`src/rtl/alu_pkg.sv`:
```
// Shared types and constants for the FP ALU issue/result sequencer.
// The divide-by-zero helper is only referenced when ALU_DIVZERO_CHECK_EN is defined.
package alu_pkg;

    typedef enum logic [1:0] {
        ALU_ADD = 2'b00,
        ALU_SUB = 2'b01,
        ALU_MUL = 2'b10,
        ALU_DIV = 2'b11
    } alu_op_t;

    typedef enum logic [1:0] {
        SEQ_IDLE = 2'b00,
        SEQ_WAIT = 2'b01,
        SEQ_HOLD = 2'b10
    } seq_state_t;

    localparam logic [31:0] FP_QNAN    = 32'h7FC0_0000;
    localparam logic [7:0]  FP_INF_EXP = 8'hFF;

    // One queued request: 2 + 32 + 32 = 66 bits.
    typedef struct packed {
        alu_op_t     op;
        logic [31:0] a;
        logic [31:0] b;
    } alu_req_t;

    function automatic logic is_div_by_zero(input alu_op_t op, input logic [31:0] b);
        return (op == ALU_DIV) && (b[30:0] == 31'd0);
    endfunction

    // Signed infinity for x/0, quiet NaN for 0/0.
    function automatic logic [31:0] div_by_zero_result(input logic [31:0] a, input logic [31:0] b);
        if (a[30:0] == 31'd0) begin
            return FP_QNAN;
        end
        return {a[31] ^ b[31], FP_INF_EXP, 23'd0};
    endfunction

endpackage

```
`src/rtl/alu_op_sequencer_if.sv`:
```
// Request, ALU-drive and response signals of the sequencer. The slave modport is the
// sequencer itself; the master modport is its environment (requester, ALU and consumer).
interface alu_op_sequencer_if;
    import alu_pkg::*;

    logic        req_valid;
    logic        req_ready;
    logic [31:0] req_a;
    logic [31:0] req_b;
    alu_op_t     req_op;

    logic [31:0] alu_a;
    logic [31:0] alu_b;
    alu_op_t     alu_op;
    logic [31:0] alu_c;

    logic        rsp_valid;
    logic        rsp_ready;
    logic [31:0] rsp_c;
    alu_op_t     rsp_op;
    logic        rsp_err;

    modport slave (
        input  req_valid, req_a, req_b, req_op, alu_c, rsp_ready,
        output req_ready, alu_a, alu_b, alu_op, rsp_valid, rsp_c, rsp_op, rsp_err
    );

    modport master (
        output req_valid, req_a, req_b, req_op, alu_c, rsp_ready,
        input  req_ready, alu_a, alu_b, alu_op, rsp_valid, rsp_c, rsp_op, rsp_err
    );

endinterface

```
`src/rtl/alu_req_fifo.sv`:
```
// Synchronous show-ahead request FIFO (DEPTH x 66 bits) with full/empty flags.
// Pointers carry one extra wrap bit so full and empty are distinguishable.
module alu_req_fifo
    import alu_pkg::*;
#(
    parameter int DEPTH = 4
) (
    input  logic     clk,
    input  logic     rst,
    input  logic     push,
    input  alu_req_t push_data,
    input  logic     pop,
    output alu_req_t pop_data,
    output logic     full,
    output logic     empty
);

    localparam int AW = $clog2(DEPTH);

    alu_req_t        mem_q [DEPTH];
    logic [AW:0]     wr_ptr_q;
    logic [AW:0]     wr_ptr_d;
    logic [AW:0]     rd_ptr_q;
    logic [AW:0]     rd_ptr_d;
    logic            do_push;
    logic            do_pop;

    assign empty    = (wr_ptr_q == rd_ptr_q);
    assign full     = (wr_ptr_q[AW-1:0] == rd_ptr_q[AW-1:0]) && (wr_ptr_q[AW] != rd_ptr_q[AW]);
    assign do_push  = push && !full;
    assign do_pop   = pop && !empty;
    assign pop_data = mem_q[rd_ptr_q[AW-1:0]];

    always_comb begin
        wr_ptr_d = wr_ptr_q;
        rd_ptr_d = rd_ptr_q;
        if (do_push) begin
            wr_ptr_d = wr_ptr_q + (AW+1)'(1);
        end
        if (do_pop) begin
            rd_ptr_d = rd_ptr_q + (AW+1)'(1);
        end
    end

    always_ff @(posedge clk) begin
        if (rst) begin
            wr_ptr_q <= '0;
            rd_ptr_q <= '0;
        end else begin
            wr_ptr_q <= wr_ptr_d;
            rd_ptr_q <= rd_ptr_d;
        end
    end

    // Storage needs no reset: only entries between the pointers are ever read.
    always_ff @(posedge clk) begin
        if (do_push) begin
            mem_q[wr_ptr_q[AW-1:0]] <= push_data;
        end
    end

endmodule

```
`src/rtl/alu_op_sequencer.sv`:
```
// In-order issue/result stage for the FP ALU: queues requests, holds operands for the
// op's fixed latency, then returns C. Define ALU_DIVZERO_CHECK_EN to short-circuit x/0.
module alu_op_sequencer
    import alu_pkg::*;
#(
    parameter int DEPTH   = 4,
    parameter int LAT_ADD = 3,
    parameter int LAT_MUL = 4,
    parameter int LAT_DIV = 10
) (
    input  logic                clk,
    input  logic                rst,
    alu_op_sequencer_if.slave   bus
);

    localparam int MAX_AM  = (LAT_ADD > LAT_MUL) ? LAT_ADD : LAT_MUL;
    localparam int MAX_LAT = (MAX_AM > LAT_DIV) ? MAX_AM : LAT_DIV;
    localparam int CNT_W   = (MAX_LAT > 1) ? $clog2(MAX_LAT) : 1;

    seq_state_t         state_q;
    seq_state_t         state_d;
    logic [CNT_W-1:0]   cnt_q;
    logic [CNT_W-1:0]   cnt_d;
    logic [31:0]        alu_a_q;
    logic [31:0]        alu_a_d;
    logic [31:0]        alu_b_q;
    logic [31:0]        alu_b_d;
    alu_op_t            alu_op_q;
    alu_op_t            alu_op_d;
    logic               rsp_valid_q;
    logic               rsp_valid_d;
    logic [31:0]        rsp_c_q;
    logic [31:0]        rsp_c_d;
    alu_op_t            rsp_op_q;
    alu_op_t            rsp_op_d;
`ifdef ALU_DIVZERO_CHECK_EN
    logic               dz_q;
    logic               dz_d;
    logic               rsp_err_q;
    logic               rsp_err_d;
`endif

    logic               fifo_push;
    logic               fifo_pop;
    logic               fifo_full;
    logic               fifo_empty;
    alu_req_t           fifo_in;
    alu_req_t           fifo_head;
    logic               load;

    function automatic logic [CNT_W-1:0] lat_minus1(input alu_op_t op);
        case (op)
            ALU_MUL: return CNT_W'(LAT_MUL - 1);
            ALU_DIV: return CNT_W'(LAT_DIV - 1);
            default: return CNT_W'(LAT_ADD - 1);
        endcase
    endfunction

    // Ready is forced low during reset so nothing is accepted into a FIFO being cleared.
    assign bus.req_ready = !rst && !fifo_full;
    assign fifo_push     = bus.req_valid && bus.req_ready;
    assign fifo_in       = '{op: bus.req_op, a: bus.req_a, b: bus.req_b};

    alu_req_fifo #(
        .DEPTH (DEPTH)
    ) u_fifo (
        .clk       (clk),
        .rst       (rst),
        .push      (fifo_push),
        .push_data (fifo_in),
        .pop       (fifo_pop),
        .pop_data  (fifo_head),
        .full      (fifo_full),
        .empty     (fifo_empty)
    );

    always_comb begin
        state_d     = state_q;
        cnt_d       = cnt_q;
        alu_a_d     = alu_a_q;
        alu_b_d     = alu_b_q;
        alu_op_d    = alu_op_q;
        rsp_valid_d = rsp_valid_q;
        rsp_c_d     = rsp_c_q;
        rsp_op_d    = rsp_op_q;
`ifdef ALU_DIVZERO_CHECK_EN
        dz_d        = dz_q;
        rsp_err_d   = rsp_err_q;
`endif
        fifo_pop    = 1'b0;
        load        = 1'b0;

        case (state_q)
            SEQ_IDLE: begin
                load = !fifo_empty;
            end
            SEQ_WAIT: begin
                if (cnt_q == '0) begin
                    rsp_valid_d = 1'b1;
                    rsp_op_d    = alu_op_q;
                    state_d     = SEQ_HOLD;
`ifdef ALU_DIVZERO_CHECK_EN
                    rsp_err_d   = dz_q;
                    rsp_c_d     = dz_q ? div_by_zero_result(alu_a_q, alu_b_q) : bus.alu_c;
`else
                    rsp_c_d     = bus.alu_c;
`endif
                end else begin
                    cnt_d = cnt_q - CNT_W'(1);
                end
            end
            SEQ_HOLD: begin
                if (bus.rsp_ready) begin
                    rsp_valid_d = 1'b0;
                    if (!fifo_empty) begin
                        load = 1'b1;
                    end else begin
                        state_d = SEQ_IDLE;
                    end
                end
            end
            default: begin
                state_d = SEQ_IDLE;
            end
        endcase

        // A pop always lands in WAIT; a trapped x/0 waits zero cycles there.
        if (load) begin
            fifo_pop = 1'b1;
            alu_a_d  = fifo_head.a;
            alu_b_d  = fifo_head.b;
            alu_op_d = fifo_head.op;
            cnt_d    = lat_minus1(fifo_head.op);
            state_d  = SEQ_WAIT;
`ifdef ALU_DIVZERO_CHECK_EN
            dz_d     = is_div_by_zero(fifo_head.op, fifo_head.b);
            if (dz_d) begin
                cnt_d = '0;
            end
`endif
        end
    end

    always_ff @(posedge clk) begin
        if (rst) begin
            state_q     <= SEQ_IDLE;
            cnt_q       <= '0;
            alu_a_q     <= '0;
            alu_b_q     <= '0;
            alu_op_q    <= ALU_ADD;
            rsp_valid_q <= 1'b0;
            rsp_c_q     <= '0;
            rsp_op_q    <= ALU_ADD;
`ifdef ALU_DIVZERO_CHECK_EN
            dz_q        <= 1'b0;
            rsp_err_q   <= 1'b0;
`endif
        end else begin
            state_q     <= state_d;
            cnt_q       <= cnt_d;
            alu_a_q     <= alu_a_d;
            alu_b_q     <= alu_b_d;
            alu_op_q    <= alu_op_d;
            rsp_valid_q <= rsp_valid_d;
            rsp_c_q     <= rsp_c_d;
            rsp_op_q    <= rsp_op_d;
`ifdef ALU_DIVZERO_CHECK_EN
            dz_q        <= dz_d;
            rsp_err_q   <= rsp_err_d;
`endif
        end
    end

    assign bus.alu_a     = alu_a_q;
    assign bus.alu_b     = alu_b_q;
    assign bus.alu_op    = alu_op_q;
    assign bus.rsp_valid = rsp_valid_q;
    assign bus.rsp_c     = rsp_c_q;
    assign bus.rsp_op    = rsp_op_q;
`ifdef ALU_DIVZERO_CHECK_EN
    assign bus.rsp_err   = rsp_err_q;
`else
    assign bus.rsp_err   = 1'b0;
`endif

endmodule

```
`src/flat_wrapper.sv`:
```
// flat-port wrapper written by rule: the top's interface ports become plain ports
module alu_op_sequencer_flat import alu_pkg::*;
#(
    parameter int DEPTH   = 4,
    parameter int LAT_ADD = 3,
    parameter int LAT_MUL = 4,
    parameter int LAT_DIV = 10
)
  (clk, rst, bus_req_valid, bus_req_a, bus_req_b, bus_req_op, bus_alu_c, bus_rsp_ready, bus_req_ready, bus_alu_a, bus_alu_b, bus_alu_op, bus_rsp_valid, bus_rsp_c, bus_rsp_op, bus_rsp_err);
  alu_op_sequencer_if bus_i ();
  input  logic clk;
  input  logic rst;
  input wire logic [$bits(bus_i.req_valid)-1:0] bus_req_valid;
  input wire logic [$bits(bus_i.req_a)-1:0] bus_req_a;
  input wire logic [$bits(bus_i.req_b)-1:0] bus_req_b;
  input wire logic [$bits(bus_i.req_op)-1:0] bus_req_op;
  input wire logic [$bits(bus_i.alu_c)-1:0] bus_alu_c;
  input wire logic [$bits(bus_i.rsp_ready)-1:0] bus_rsp_ready;
  output wire logic [$bits(bus_i.req_ready)-1:0] bus_req_ready;
  output wire logic [$bits(bus_i.alu_a)-1:0] bus_alu_a;
  output wire logic [$bits(bus_i.alu_b)-1:0] bus_alu_b;
  output wire logic [$bits(bus_i.alu_op)-1:0] bus_alu_op;
  output wire logic [$bits(bus_i.rsp_valid)-1:0] bus_rsp_valid;
  output wire logic [$bits(bus_i.rsp_c)-1:0] bus_rsp_c;
  output wire logic [$bits(bus_i.rsp_op)-1:0] bus_rsp_op;
  output wire logic [$bits(bus_i.rsp_err)-1:0] bus_rsp_err;
  assign bus_i.req_valid = bus_req_valid;
  assign bus_i.req_a = bus_req_a;
  assign bus_i.req_b = bus_req_b;
  assign bus_i.req_op = bus_req_op;
  assign bus_i.alu_c = bus_alu_c;
  assign bus_i.rsp_ready = bus_rsp_ready;
  assign bus_req_ready = bus_i.req_ready;
  assign bus_alu_a = bus_i.alu_a;
  assign bus_alu_b = bus_i.alu_b;
  assign bus_alu_op = bus_i.alu_op;
  assign bus_rsp_valid = bus_i.rsp_valid;
  assign bus_rsp_c = bus_i.rsp_c;
  assign bus_rsp_op = bus_i.rsp_op;
  assign bus_rsp_err = bus_i.rsp_err;
  alu_op_sequencer #(.DEPTH(DEPTH), .LAT_ADD(LAT_ADD), .LAT_MUL(LAT_MUL), .LAT_DIV(LAT_DIV)) u_core (.clk(clk), .rst(rst), .bus(bus_i));
endmodule
```
`config.mk`:
```
export PLATFORM = sky130hd
export DESIGN_NAME = alu_op_sequencer_flat
export DESIGN_NICKNAME = d
export VERILOG_FILES = /design/src/rtl/alu_pkg.sv /design/src/rtl/alu_op_sequencer_if.sv /design/src/rtl/alu_req_fifo.sv /design/src/rtl/alu_op_sequencer.sv /design/src/flat_wrapper.sv
export SDC_FILE = /design/constraint.sdc
export NUM_CORES = 1
export LEC_CHECK = 0
export CORE_MARGIN = 10
export CORE_UTILIZATION = 48
export CTS_CLUSTER_SIZE = 10
export DETAILED_ROUTE_END_ITERATION = 8
export GPL_ROUTABILITY_DRIVEN = 0
export PLACE_DENSITY = 0.72
export SYNTH_ARGS = -nofsm -noshare
export SYNTH_HDL_FRONTEND = slang
export SYNTH_SLANG_ARGS = --single-unit
```
`constraint.sdc`:
```
create_clock -name clk -period 4.22 [get_ports clk]
set_input_delay 0.844 -clock clk [delete_from_list [all_inputs] [get_ports clk]]
set_output_delay 0.844 -clock clk [all_outputs]
set_load 0.01 [all_outputs]
```
==> run_summary.xml <==
<?xml version="1.0" encoding="UTF-8"?>
<metrics>
  <group name="layout">
    <metric name="post_layout_nonfiller_instances" unit="">1488</metric>
    <metric name="fillers" unit="">2097</metric>
    <metric name="final_util" unit="">0.623</metric>
    <metric name="ff_latch_area" unit="sq mm">0.0102</metric>
    <metric name="post_route_cells_drive_above_1_share" unit="">0.122</metric>
    <metric name="diodes" unit="">0</metric>
    <metric name="synthToLayoutAreaGrowth" unit="%">27.1</metric>
    <metric name="nets_finish" unit="">1187</metric>
    <metric name="multi_input_comb_area" unit="sq mm">0.00323</metric>
  </group>
  <group name="worst_setup_path">
    <metric name="critical_path.max_fanout" unit="">62</metric>
    <metric name="worstSetupEndpointType" unit="">primary output</metric>
    <metric name="arrival" unit="ps">2130</metric>
    <metric name="critical_path.startpoint_type" unit="">primary input</metric>
    <metric name="worstSetupPathType" unit="">primary input to primary output</metric>
    <metric name="worst-endpoint-required" unit="ps">3380</metric>
  </group>
  <group name="global_route">
    <metric name="grt_first_pass_wirelength" unit="mm">46.4</metric>
    <metric name="grt_start_max_net_pins" unit="">73</metric>
    <metric name="grtUsageTotal" unit="">0.164</metric>
    <metric name="vias_in_the_first_global_route" unit="">8048</metric>
    <metric name="globalRoute.totalOverflow" unit="">0</metric>
    <metric name="antenna_violations_before_repair" unit="">1</metric>
  </group>
  <group name="sta">
    <metric name="tns" unit="ps">0</metric>
    <metric name="layout_worst_path_cycle_share" unit="">0.705</metric>
    <metric name="final_max_slew_viol_count" unit="">0</metric>
    <metric name="slew-limit-headroom" unit="">0.265</metric>
    <metric name="timing_hold_violations_final" unit="">0</metric>
    <metric name="max_clock_freq" unit="GHz">0.336</metric>
    <metric name="postLayoutSetupSlackWorst" unit="ps">1250</metric>
    <metric name="finalHoldWorstSlack" unit="ps">451</metric>
    <metric name="worst_slew_pin_slew" unit="ps">1100</metric>
    <metric name="min_period" unit="ps">2970</metric>
    <metric name="setup_viol" unit="">0</metric>
    <metric name="clock-skew-final" unit="ps">16.5</metric>
    <metric name="rsz0062_at_grt" unit="">false</metric>
  </group>
  <group name="detailed_routing">
    <metric name="routed_wirelength" unit="mm">29.8</metric>
    <metric name="drtPass1Iterations" unit="">5</metric>
    <metric name="average_routed_wire_per_standard_cell" unit="um">20.0</metric>
    <metric name="route.vias.total" unit="">7751</metric>
    <metric name="dr.first_iter.drc_count" unit="">442</metric>
    <metric name="highest_layer" unit="">met5</metric>
    <metric name="wl_met1" unit="mm">12.8</metric>
    <metric name="route.antenna.remaining_nets" unit="">0</metric>
    <metric name="wl_met3" unit="mm">2.00</metric>
    <metric name="drc" unit="">0</metric>
    <metric name="vias_per_cell" unit="">5.21</metric>
    <metric name="wl_met2" unit="mm">14.5</metric>
  </group>
  <group name="logic_synthesis">
    <metric name="netlist.top_cell.by_area" unit="">edfxtp_1</metric>
    <metric name="synth_largest_type_area_fraction" unit="">0.579</metric>
    <metric name="netlist_area" unit="sq mm">0.0137</metric>
    <metric name="total_of_flip_flops_plus_latches_after_synthesis" unit="">379</metric>
    <metric name="synth_sequential_area_ratio" unit="">0.747</metric>
    <metric name="async_flop_share" unit="">0</metric>
    <metric name="synth_edf_count" unit="">264</metric>
    <metric name="dominantRegCellSynth" unit="">edfxtp_1</metric>
    <metric name="synth_area_leaders" unit="">edfxtp_1 (58%), dfxtp_1 (17%), mux4_2 (11%)</metric>
    <metric name="synthesis.nets" unit="">978</metric>
    <metric name="ys_types" unit="">33</metric>
    <metric name="postSynthCellCount" unit="">869</metric>
    <metric name="synth_warnings" unit="">0</metric>
    <metric name="synth.avg_cell_area" unit="sq um">15.8</metric>
  </group>
  <group name="place">
    <metric name="detailedPlace.worstSlack" unit="ps">1030</metric>
    <metric name="post-place-cells" unit="">1411</metric>
    <metric name="detailed_place_hpwl" unit="mm">18.7</metric>
    <metric name="port-buffer-count" unit="">203</metric>
  </group>
  <group name="flow_run">
    <metric name="drv_cap" unit="">0</metric>
  </group>
  <group name="outcome">
    <metric name="run_status" unit="">finished clean</metric>
  </group>
  <group name="die">
    <metric name="initial_core_util" unit="">0.490</metric>
    <metric name="floorplan.die.height" unit="um">189</metric>
    <metric name="die_area" unit="sq mm">0.0357</metric>
    <metric name="die_width" unit="um">189</metric>
    <metric name="ioPinCount" unit="">205</metric>
    <metric name="core.rowCount" unit="">61</metric>
    <metric name="fp.coreArea" unit="sq mm">0.0279</metric>
  </group>
  <group name="power_and_ir_drop">
    <metric name="sw_frac_of_total" unit="">0.287</metric>
    <metric name="ir_drop" unit="mV">0.445</metric>
    <metric name="power_per_cell_area" unit="mW/mm^2">625</metric>
    <metric name="power.sequential.fraction" unit="">0.443</metric>
    <metric name="p_clk_frac" unit="">0.301</metric>
    <metric name="power_switching" unit="uW">3120</metric>
    <metric name="cell_internal_pwr" unit="uW">7770</metric>
    <metric name="p_leak" unit="uW">0.00564</metric>
    <metric name="power.combinational.fraction" unit="">0.256</metric>
  </group>
  <group name="clock_tree">
    <metric name="post-cts-setup-buffers" unit="">0</metric>
    <metric name="cts.root.buffer_cell" unit="">clkbuf_16</metric>
    <metric name="cts_buffer_depth" unit="">3</metric>
    <metric name="cts_hold_buffers" unit="">0</metric>
    <metric name="clk-insertion-delay-late" unit="ps">530</metric>
    <metric name="tritoncts_buffer_count" unit="">43</metric>
    <metric name="worst_setup_hold_path_clk_slew" unit="ps">50</metric>
    <metric name="tritoncts" unit="">done</metric>
    <metric name="htree_num_levels" unit="">2</metric>
    <metric name="post_cts_resize_count" unit="">0</metric>
    <metric name="clkSinkCount" unit="">379</metric>
  </group>
  <group name="hold_path">
    <metric name="worst_hold_path_type" unit="">flip-flop to flip-flop</metric>
  </group>
</metrics>
## cell usage in the layout, fill, tap and decap left out, types with 2 or more instances in the layout
| cell type | synthesis | final |
|---|---|---|
| dfxtp_1 | 115 | 113 |
| mux4_2 | 66 | 66 |
| clkdlybuf4s50_1 | 0 | 202 |
| a211oi_1 | 2 | 2 |
| clkbuf_16 | 0 | 44 |
| clkbuf_1 | 26 | 31 |
| and2_4 | 0 | 4 |
| edfxtp_1 | 264 | 264 |
| ha_1 | 7 | 7 |
| nand2_1 | 209 | 209 |
| dfxtp_4 | 0 | 2 |
| xor2_1 | 2 | 2 |
| a21oi_1 | 108 | 108 |
| xnor2_1 | 6 | 6 |
| buf_12 | 0 | 7 |
| nand3_1 | 2 | 2 |
| nor3_1 | 3 | 3 |
| nor2_1 | 5 | 5 |
| nor2b_1 | 2 | 2 |
| o21ai_0 | 2 | 2 |
| inv_1 | 8 | 8 |
| buf_4 | 1 | 5 |
## routing by layer
| layer | track usage | vias up |
|---|---|---|
| li1 | - | 3634 |
| met1 | 0.214 | 3806 |
| met2 | 0.269 | 261 |
| met3 | 0.0439 | 48 |
| met4 | 0.0418 | 2 |
| met5 | 0 | - |
## layout make-up
type                    count  share of cell area
well taps                 378              0.0272
flip-flops and latches    379               0.588
repair buffers            214               0.126
clock inverters             2             0.00144
inverters                   8             0.00172
clock buffers              75              0.0699
multi-input cells         432               0.186
## cells in the mapped netlist (2+ instances only)
master and n:
dfxtp_1 115, nand2_1 209, buf_2 21, and2_1 4
a21oi_1 108, xnor2_1 6, inv_1 8, nand3_1 2
o21ai_0 2, a311o_1 2, nor3_1 3, nor2_1 5
nor2b_1 2, buf_1 2, xor2_1 2, a211oi_1 2
ha_1 7, mux4_2 66, clkbuf_1 26, edfxtp_1 264
## registers in the layout (all words and copies together), names as in the netlist, named ones only
register,count
u_core.u_fifo.wr_ptr_q,3
u_core.bus.rsp_valid,1
u_core.bus.alu_b,32
u_core.state_q,2
u_core.bus.rsp_c,32
u_core.bus.alu_op,2
u_core.u_fifo.mem_q,264
u_core.u_fifo.rd_ptr_q,3
u_core.bus.rsp_op,2
u_core.cnt_q,4
u_core.bus.alu_a,32
## power by group through the flow
| stage | Clock (uW) | Combinational [uW] | Sequential (uW) |
|---|---|---|---|
| finish | 3280 | 2790 | 4820 |
| global route | 3540 | 3050 | 4900 |
| CTS | 3360 | 2860 | 4840 |
| detailed placement | 0 | 2840 | 4910 |
| global placement | 0 | 2800 | 4900 |
| floorplan | 0 | 1550 | 4870 |
## final timing paths
| check | start | to | slack (ps) | cells after the start |
|---|---|---|---|---|
| hold / removal | u_core.bus.rsp_c[25]$_SDFFE_PP0P_ | u_core.bus.rsp_c[25]$_SDFFE_PP0P_ | 450 | 2 |
| setup / recovery | rst | bus_req_ready | 1250 | 3 |
| hold reg to reg | u_core.bus.rsp_c[25]$_SDFFE_PP0P_ | u_core.bus.rsp_c[25]$_SDFFE_PP0P_ | 450 | 2 |
| setup reg to reg | u_core.u_fifo.wr_ptr_q[1]$_SDFFE_PP0N_ | u_core.u_fifo.mem_q[2][38]$_DFFE_PP_ | 1780 | 4 |
## cell families (layout without fill, tap and decap cells)
family | count (synthesis) | count (layout) | synth area share
AOI/OAI and AO/OA | 120 | 120 | 0.0481
xor gates and xnor gates | 8 | 8 | 0.00512
adders and majority gates | 7 | 7 | 0.00639
buffers and inverters | 58 | 299 | 0.0181
DFF | 379 | 379 | 0.747
muxes | 66 | 66 | 0.109
other | 1 | 1 | 0.000274
and+or+nand+nor | 230 | 230 | 0.0667
## worst max-delay path: stages
cell             delay, ps
buf_4                  310
a31oi_1                340
clkdlybuf4s50_1        620
## stage by stage
| step | instance area (sq um) | power (uW) |
|---|---|---|
| floorplan | 13700 | 6420 |
| global placement | 16200 | 7700 |
| detailed placement | 16200 | 7750 |
| CTS | 17400 | 11100 |
| global route | 17400 | 11500 |
| finish | 17400 | 10900 |
No activity file was read; power rests on OpenSTA's default activity.
